--- config.mk ---
export PLATFORM = sky130hd
export DESIGN_NAME = acq_timer_ctrl_flat
export DESIGN_NICKNAME = d
export VERILOG_FILES = /design/src/rtl/acq_timer_ctrl_if.sv /design/src/rtl/acq_timer_ctrl.sv /design/src/flat_wrapper.sv
export SDC_FILE = /design/constraint.sdc
export NUM_CORES = 1
export LEC_CHECK = 0
export BUFFER_PORTS_ARGS = -buffer_cell sky130_fd_sc_hd__buf_4
export CAP_MARGIN = 30
export CORE_MARGIN = 2
export CORE_UTILIZATION = 56
export DETAILED_ROUTE_END_ITERATION = 8
export PLACE_DENSITY = 0.93
export RECOVER_POWER = 50
export SYNTH_ARGS = -nofsm -noshare
export SYNTH_HDL_FRONTEND = slang
export SYNTH_SLANG_ARGS = --single-unit
--- constraint.sdc ---
create_clock -name clk -period 4.15 [get_ports clk]
set_input_delay 0.83 -clock clk [delete_from_list [all_inputs] [get_ports clk]]
set_output_delay 0.83 -clock clk [all_outputs]
set_load 0.05 [all_outputs]
--- src/rtl/acq_timer_ctrl_if.sv ---
// rtl/acq_timer_ctrl_if.sv - control, timer and trigger signals of the acquisition trigger scheduler
interface acq_timer_ctrl_if #(
   parameter int IDX_W  = 16,
   parameter int PER_W  = 16,
   parameter int WRAP_W = 8
) ();
   logic              start;
   logic              stop;
   logic [PER_W-1:0]  period;
   logic [IDX_W-1:0]  n_trig;
   logic              tick;
   logic [31:0]       tmr_count;
   logic              tmr_full;
   logic              tmr_clr;
   logic              tmr_ena;
   logic              trig;
   logic [31:0]       trig_ts;
   logic [IDX_W-1:0]  trig_idx;
   logic              busy;
   logic              done;
   logic [WRAP_W-1:0] wrap_cnt;

   modport master (
      output start, stop, period, n_trig, tick, tmr_count, tmr_full,
      input  tmr_clr, tmr_ena, trig, trig_ts, trig_idx, busy, done, wrap_cnt
   );

   modport slave (
      input  start, stop, period, n_trig, tick, tmr_count, tmr_full,
      output tmr_clr, tmr_ena, trig, trig_ts, trig_idx, busy, done, wrap_cnt
   );
endinterface

--- src/rtl/acq_timer_ctrl.sv ---
// rtl/acq_timer_ctrl.sv - acquisition run scheduler: arms the shared timer and triggers every PERIOD ticks
module acq_timer_ctrl #(
   parameter int IDX_W  = 16,
   parameter int PER_W  = 16,
   parameter int WRAP_W = 8
) (
   input  logic           clk,
   input  logic           rst,
   acq_timer_ctrl_if.slave bus
);
   localparam logic [1:0] S_IDLE = 2'd0;
   localparam logic [1:0] S_ARM  = 2'd1;
   localparam logic [1:0] S_RUN  = 2'd2;
   localparam logic [1:0] S_FIN  = 2'd3;

   localparam logic [PER_W-1:0]  PER_ONE  = PER_W'(1);
   localparam logic [IDX_W-1:0]  IDX_ONE  = IDX_W'(1);
   localparam logic [IDX_W-1:0]  IDX_ZERO = '0;
   localparam logic [WRAP_W-1:0] WRAP_ONE = WRAP_W'(1);
   localparam logic [WRAP_W-1:0] WRAP_MAX = '1;

   logic [1:0]        state, state_nx;
   logic              accept, fire, tick_run;
   logic [PER_W-1:0]  per_q, tick_cnt;
   logic [IDX_W-1:0]  ntrig_q, trig_cnt;

   logic              tmr_clr_q, tmr_ena_q, trig_q, busy_q, done_q;
   logic [31:0]       trig_ts_q;
   logic [IDX_W-1:0]  trig_idx_q;
   logic [WRAP_W-1:0] wrap_cnt_q;

   // stop outranks a coincident tick, so a tick only counts when no stop is pending
   assign tick_run = (state == S_RUN) && !bus.stop && bus.tick;

   always_comb begin
      state_nx = state;
      accept   = 1'b0;
      fire     = 1'b0;
      case (state)
         S_IDLE: begin
            if (bus.start) begin
               accept   = 1'b1;
               state_nx = S_ARM;
            end
         end
         S_ARM:  state_nx = S_RUN;
         S_RUN: begin
            if (bus.stop) begin
               state_nx = S_FIN;
            end else if (tick_run && (tick_cnt == per_q - PER_ONE)) begin
               fire = 1'b1;
               if ((ntrig_q != IDX_ZERO) && (trig_cnt == ntrig_q - IDX_ONE))
                  state_nx = S_FIN;
            end
         end
         S_FIN:  state_nx = S_IDLE;
         default: state_nx = S_IDLE;
      endcase
   end

   // outputs are registered from the next state so they line up with the state they describe
   always_ff @(posedge clk or negedge rst) begin
      if (!rst) begin
         state      <= S_IDLE;
         per_q      <= '0;
         ntrig_q    <= '0;
         tick_cnt   <= '0;
         trig_cnt   <= '0;
         tmr_clr_q  <= 1'b0;
         tmr_ena_q  <= 1'b0;
         trig_q     <= 1'b0;
         busy_q     <= 1'b0;
         done_q     <= 1'b0;
         trig_ts_q  <= '0;
         trig_idx_q <= '0;
         wrap_cnt_q <= '0;
      end else begin
         state     <= state_nx;
         tmr_clr_q <= (state_nx == S_ARM);
         tmr_ena_q <= (state_nx == S_RUN);
         busy_q    <= (state_nx == S_ARM) || (state_nx == S_RUN);
         done_q    <= (state_nx == S_FIN);
         trig_q    <= fire;

         if (accept) begin
            per_q      <= (bus.period == '0) ? PER_ONE : bus.period;
            ntrig_q    <= bus.n_trig;
            tick_cnt   <= '0;
            trig_cnt   <= '0;
            wrap_cnt_q <= '0;
         end

         if (tick_run)
            tick_cnt <= fire ? '0 : tick_cnt + PER_ONE;

         if (fire) begin
            trig_ts_q  <= bus.tmr_count;
            trig_idx_q <= trig_cnt;
            trig_cnt   <= trig_cnt + IDX_ONE;
         end

         if ((state == S_RUN) && bus.tmr_full && (wrap_cnt_q != WRAP_MAX))
            wrap_cnt_q <= wrap_cnt_q + WRAP_ONE;
      end
   end

   assign bus.tmr_clr  = tmr_clr_q;
   assign bus.tmr_ena  = tmr_ena_q;
   assign bus.trig     = trig_q;
   assign bus.trig_ts  = trig_ts_q;
   assign bus.trig_idx = trig_idx_q;
   assign bus.busy     = busy_q;
   assign bus.done     = done_q;
   assign bus.wrap_cnt = wrap_cnt_q;
endmodule

--- src/flat_wrapper.sv ---
// flat-port wrapper written by rule: the top's interface ports become plain ports
module acq_timer_ctrl_flat 
#(
   parameter int IDX_W  = 16,
   parameter int PER_W  = 16,
   parameter int WRAP_W = 8
)
  (clk, rst, bus_start, bus_stop, bus_period, bus_n_trig, bus_tick, bus_tmr_count, bus_tmr_full, bus_tmr_clr, bus_tmr_ena, bus_trig, bus_trig_ts, bus_trig_idx, bus_busy, bus_done, bus_wrap_cnt);
  acq_timer_ctrl_if #(.IDX_W(IDX_W), .PER_W(PER_W), .WRAP_W(WRAP_W)) bus_i ();
  input  logic clk;
  input  logic rst;
  input wire logic [$bits(bus_i.start)-1:0] bus_start;
  input wire logic [$bits(bus_i.stop)-1:0] bus_stop;
  input wire logic [$bits(bus_i.period)-1:0] bus_period;
  input wire logic [$bits(bus_i.n_trig)-1:0] bus_n_trig;
  input wire logic [$bits(bus_i.tick)-1:0] bus_tick;
  input wire logic [$bits(bus_i.tmr_count)-1:0] bus_tmr_count;
  input wire logic [$bits(bus_i.tmr_full)-1:0] bus_tmr_full;
  output wire logic [$bits(bus_i.tmr_clr)-1:0] bus_tmr_clr;
  output wire logic [$bits(bus_i.tmr_ena)-1:0] bus_tmr_ena;
  output wire logic [$bits(bus_i.trig)-1:0] bus_trig;
  output wire logic [$bits(bus_i.trig_ts)-1:0] bus_trig_ts;
  output wire logic [$bits(bus_i.trig_idx)-1:0] bus_trig_idx;
  output wire logic [$bits(bus_i.busy)-1:0] bus_busy;
  output wire logic [$bits(bus_i.done)-1:0] bus_done;
  output wire logic [$bits(bus_i.wrap_cnt)-1:0] bus_wrap_cnt;
  assign bus_i.start = bus_start;
  assign bus_i.stop = bus_stop;
  assign bus_i.period = bus_period;
  assign bus_i.n_trig = bus_n_trig;
  assign bus_i.tick = bus_tick;
  assign bus_i.tmr_count = bus_tmr_count;
  assign bus_i.tmr_full = bus_tmr_full;
  assign bus_tmr_clr = bus_i.tmr_clr;
  assign bus_tmr_ena = bus_i.tmr_ena;
  assign bus_trig = bus_i.trig;
  assign bus_trig_ts = bus_i.trig_ts;
  assign bus_trig_idx = bus_i.trig_idx;
  assign bus_busy = bus_i.busy;
  assign bus_done = bus_i.done;
  assign bus_wrap_cnt = bus_i.wrap_cnt;
  acq_timer_ctrl #(.IDX_W(IDX_W), .PER_W(PER_W), .WRAP_W(WRAP_W)) u_core (.clk(clk), .rst(rst), .bus(bus_i));
endmodule
Word level (Yosys, flattened, before mapping)
Cells that the tools add are included.

Multiplexer cells: 17. $add $sub $neg: 5. Equal/unequal tests: 9. Reductions and logical operators: 14.

Operator list (number): 2-to-1 mux 16 bit (5); adder 16 x 1 -> 16 bit (second input constant) (2); == test 16 bit (2); subtractor 16 x 1 -> 16 bit (second input constant) (2); zero test 16 bit (1); 2-to-1 mux 8 bit (2); nonzero test 16 bit (1); adder 8 x 1 -> 8 bit (second input constant) (1); == test 2 bit (second input constant) (4); 2-to-1 mux 2 bit (4); inequality test 8 bit (second input constant) (1); one-hot mux 2 bit (4 select lines) (1); logical AND 1 bit (6); nonzero test 2 bit (3); 2-to-1 mux 1 bit (5); == test 2 x 1 -> 1 bit (second input constant) (2); zero test 2 bit (1); zero test 1 bit (1); logical OR 1 bit (1).

Logic and storage cells: 58. Output and inout bits: 61. Register bits: 127.

Depth between registers and ports, before layout
Word-level depth: 9. Gate-level depth with buffers: 11.

Worst setup path before layout
OpenSTA, ideal clock, no wires.

Kind: flip-flop to flip-flop. From: register u_core.ntrig_q[5]. To: register u_core.busy_q, in the netlist u_core.bus.busy. Buffers on the path: 1. Stages on the path, launching flop included: 11. Required time: 4.037 ns. Period minus slack after synthesis: 3.004 ns. Setup slack: 1.146 ns. Arrival time: 2.891 ns. Setup time: 0.113 ns. Cells stage by stage: dfrtp_1 > clkbuf_2 > or4_4 > nor4_1 > nand3_1 > xnor2_1 > or4_1 > a2111oi_2 > a31oi_1 > ha_1 > inv_1.

Longest elaborated chain between the ends: 9. Elaborated cells on any way between the ends: 11.

Ends and longest elaborated chain: start, declared (RTL line acq_timer_ctrl.sv:25) `logic [IDX_W-1:0] ntrig_q, trig_cnt;`; start signal, assigned (RTL line acq_timer_ctrl.sv:87) `ntrig_q <= bus.n_trig;`; subtractor 16 x 1 -> 16 bit (RTL line acq_timer_ctrl.sv:52) `if ((ntrig_q != IDX_ZERO) && (trig_cnt == ntrig_q - IDX_ONE))`; == test 16 bit (RTL line acq_timer_ctrl.sv:52); logical AND 1 bit (*) (RTL line acq_timer_ctrl.sv:52); 2-to-1 mux 2 bit (*) (RTL line acq_timer_ctrl.sv:52); 2-to-1 mux 2 bit (*) (RTL line acq_timer_ctrl.sv:50) `end else if (tick_run && (tick_cnt == per_q - PER_ONE)) begin`; 2-to-1 mux 2 bit (*) (RTL line acq_timer_ctrl.sv:48) `if (bus.stop) begin`; one-hot mux 2 bit (4 select lines) (*) (RTL line acq_timer_ctrl.sv:39) `case (state)`; == test 2 x 1 -> 1 bit / == test 2 bit (equally long branches) (RTL line acq_timer_ctrl.sv:81) `busy_q <= (state_nx == S_ARM) || (state_nx == S_RUN);`; logical OR 1 bit (*) (RTL line acq_timer_ctrl.sv:81); end signal, assigned (RTL line acq_timer_ctrl.sv:81); end, declared (RTL line acq_timer_ctrl.sv:27) `logic tmr_clr_q, tmr_ena_q, trig_q, busy_q, done_q;`.

Mark *: on every way between the ends. The rest lies on a longest branch, timed or not. A chain may end at the register's enable or synchronous reset.

Final worst setup path
From: register u_core.ntrig_q[0]. To: register u_core.busy_q, in the netlist u_core.bus.busy.

Same word-level chain as after synthesis.

==> results.cfg <==
[run_status]
outcome = finished with violations
failed_checks = capacitance limit, slew limit

[floorplanning]
std_cell_rows = 40
dieArea_um2 = 13100
core_area_um2 = 12000
boundaryPins = 131
dieWidth_um = 114
floorplan.initialDensity = 0.570
die_height_um = 114

[drt]
antenna_violating_nets_post_route = 0
firstDrtPassIters = 5
first_iter_violations = 465
route.detailed.wl_per_inst_um = 18.1
detail_route.wirelength_um = 16200
drt_drc_violations_left = 0
detail_route.vias_per_cell = 6.06
vias = 5419

[clock_network]
cts.clk_slew.worst_paths_ps = 60
worst_skew_pair.late_latency_ps = 410
ctsResizeCount = 0
cts-root-buf = sky130_fd_sc_hd__clkbuf_16
cts_sinks = 127
post-cts-setup-buffer-count = 0
htree_levels = 4
cts_max_path_buffers = 2
hold_buffers = 0
cts_inserted_buffers = 17
cts_tree = yes

[pwr]
leakage_power_nw = 3.93
design_power_mw = 4.55
max-vdd-ir-drop_v = 0.000370
power-per-cell-area_nw_per_um2 = 547

[worst_setup_path]
worst_path_max_delay_cell = sky130_fd_sc_hd__or4_1
arrival_time_worst_endpoint_ps = 3870
endpoint_kind = flip-flop
crit_path_max_incr_delay_ps = 580
path_max_fanout = 5
cp-start-kind = flip-flop
cp_cell_sequence = inv_1, ha_1, nor4b_2, nand2_1, nor4b_1, o221ai_1, or4_1, a2111oi_2, a31oi_1, ha_1, inv_1
worstSetupPathType = reg2reg
required_ps = 4460

[cells_and_area]
antennaDiodeCount = 0
final_layout_size_suffix_gt1_frac = 0.308
number_of_fillers_in_the_final_layout = 873
layout.nets = 818
flow.area_growth_from_synthesis_pct = 22.0

[timing]
setup_slack_ps = 584
max-slew-margin-rel = -1.01
rsz0062_at_grt = no
skew_ps = 6.42
fin_setup_tns_ps = 0
timing.final.setup_violations = 0
achievable-frequency_mhz = 280
layout_min_cycle_time_ps = 3570
timing.final.max_slew_violations = 56
layout_worst_path_cycle_share = 0.859
tightestPinTransition_ps = 3020
final_hold_viol_count = 0

[logic_synthesis]
synth_edf_count = 0
synth-warning-count = 0
part_of_the_yosys_area_used_for_sequential_elements = 0.466
mappedNetlistArea_um2 = 6820
synthFlopType = sky130_fd_sc_hd__dfrtp_1
post_synthesis_async_set_or_reset_flop_share = 1.00
synth_nets = 694
ys_types = 62
ys_ff_latch = 127
postSynthCellCount = 613
syn-mean-instance-area_um2 = 11.1

[global_route]
grt_usage = 0.259
grt_first_pass_wirelength_um = 26500
first_global_vias = 5420
antenna_found_initial = 0
grt_max_degree = 73
grt.overflow.total = 0

[placement]
place_congestion = 0.952
port_buffers = 130
preCtsSetupSlack_ps = 650
detailedPlacementHpwl_um = 11400

[flow_run]
cap_viol_max_count = 1

[min_path]
kind_of_path_behind_the_tightest_hold_check = reg2reg
==> metal layers <==
metal | track usage | up-vias | share of wire
met5 | 0 | - | 0
met4 | 0.111 | 0 | 0.034
met3 | 0.0731 | 48 | 0.070
met2 | 0.427 | 246 | 0.49
met1 | 0.320 | 2660 | 0.40
li1 | - | 2465 | -
==> worst max-delay path: cells and delay by family, from the launching register on <==
| kind | cells | cell delay, ps |
|---|---|---|
| buffers and inverters | 2 | 110 |
| flip-flops | 1 | 420 |
| adder cells (fa/ha/maj) | 2 | 520 |
| AND/OR/NAND/NOR | 4 | 1520 |
| AO/OA/AOI/OAI | 3 | 890 |
==> through the flow <==
stage	instance area (um2)	util	cells	hold slack, ps
2_1_floorplan	6820	-	613	501
3_3_place_gp	7870	0.658	864	493
3_5_place_dp	7880	0.659	865	496
4_1_cts	8430	0.705	894	481
5_1_grt	8320	0.695	894	524
6_report	8320	0.695	894	505
==> logic make-up after synthesis <==
family,after synthesis,share of synthesized area
compound gates,96,0.0899
xor+xnor,49,0.0629
fa+ha+maj,11,0.0202
buf+inv,43,0.0310
flops,127,0.466
mux,88,0.162
simple gates,199,0.168
==> power by group <==
part	switching (mW)	internal (mW)	leakage, nW
clock network	0.505	0.869	0.273
logic	0.780	0.617	1.97
registers	0.319	1.46	1.68
==> Yosys cell counts (14+ instances only) <==
| master | instances | share of area |
|---|---|---|
| sky130_fd_sc_hd__nand3_1 | 27 | 0.020 |
| sky130_fd_sc_hd__nor2_1 | 19 | 0.010 |
| sky130_fd_sc_hd__nand2b_1 | 21 | 0.019 |
| sky130_fd_sc_hd__xor2_1 | 23 | 0.030 |
| sky130_fd_sc_hd__o21ai_0 | 28 | 0.021 |
| sky130_fd_sc_hd__a21oi_1 | 22 | 0.016 |
| sky130_fd_sc_hd__nand2_1 | 40 | 0.022 |
| sky130_fd_sc_hd__mux2_4 | 33 | 0.073 |
| sky130_fd_sc_hd__mux2_2 | 47 | 0.078 |
| sky130_fd_sc_hd__and3_1 | 14 | 0.013 |
| sky130_fd_sc_hd__dfrtp_1 | 127 | 0.47 |
| sky130_fd_sc_hd__xnor2_1 | 26 | 0.033 |
| sky130_fd_sc_hd__clkbuf_1 | 18 | 0.0099 |
==> flip-flops by register name, indices dropped and copies added (netlist names) <==
register / flops
u_core.bus.tmr_clr: 1
u_core.per_q: 16
u_core.tick_cnt: 16
u_core.trig_cnt: 16
u_core.bus.tmr_ena: 1
u_core.bus.trig_ts: 32
u_core.bus.trig_idx: 16
u_core.ntrig_q: 16
u_core.bus.busy: 1
u_core.bus.done: 1
u_core.state: 2
u_core.bus.trig: 1
u_core.bus.wrap_cnt: 8
==> layout by cell type (no fill, tap or decap), types with 11 or more instances in the layout <==
master,count
sky130_fd_sc_hd__nand2b_1,21
sky130_fd_sc_hd__nor4_1,13
sky130_fd_sc_hd__mux2_2,47
sky130_fd_sc_hd__xnor2_1,26
sky130_fd_sc_hd__nand4_1,12
sky130_fd_sc_hd__buf_4,104
sky130_fd_sc_hd__a21o_1,13
sky130_fd_sc_hd__clkbuf_1,31
sky130_fd_sc_hd__xor2_1,23
sky130_fd_sc_hd__and3_1,14
sky130_fd_sc_hd__dfrtp_1,127
sky130_fd_sc_hd__nor2_1,19
sky130_fd_sc_hd__mux2_4,33
sky130_fd_sc_hd__o21ai_0,28
sky130_fd_sc_hd__a21oi_1,22
sky130_fd_sc_hd__inv_1,12
sky130_fd_sc_hd__ha_1,11
sky130_fd_sc_hd__nand3_1,27
sky130_fd_sc_hd__clkbuf_16,17
sky130_fd_sc_hd__nand2_1,40
==> area by class of cell <==
| type | count | area, um2 | area share |
|---|---|---|---|
| repair buffers | 136 | 933 | 0.112 |
| multi-input cells | 443 | 3430 | 0.412 |
| well taps | 147 | 184 | 0.0221 |
| clock buffers | 22 | 484 | 0.0582 |
| clock inverters | 7 | 62.6 | 0.00752 |
| inverters | 12 | 45.0 | 0.00542 |
| flip-flops and latches | 127 | 3180 | 0.382 |
==> final timing paths <==
check / cells after the start / slack (ps) / start / endpoint
max: 11 / 580 / u_core.ntrig_q[0] / u_core.bus.busy
min: 1 / 510 / u_core.bus.trig_ts[5] / u_core.bus.trig_ts[5]
max reg2reg: 11 / 580 / u_core.ntrig_q[0] / u_core.bus.busy
min reg2reg: 1 / 510 / u_core.bus.trig_ts[5] / u_core.bus.trig_ts[5]
max in group asynchronous: 1 / 1040 / rst / u_core.bus.trig_idx[3]
min in group asynchronous: 1 / 1390 / rst / u_core.bus.trig_ts[22]
No activity file was read; power rests on OpenSTA's default activity.
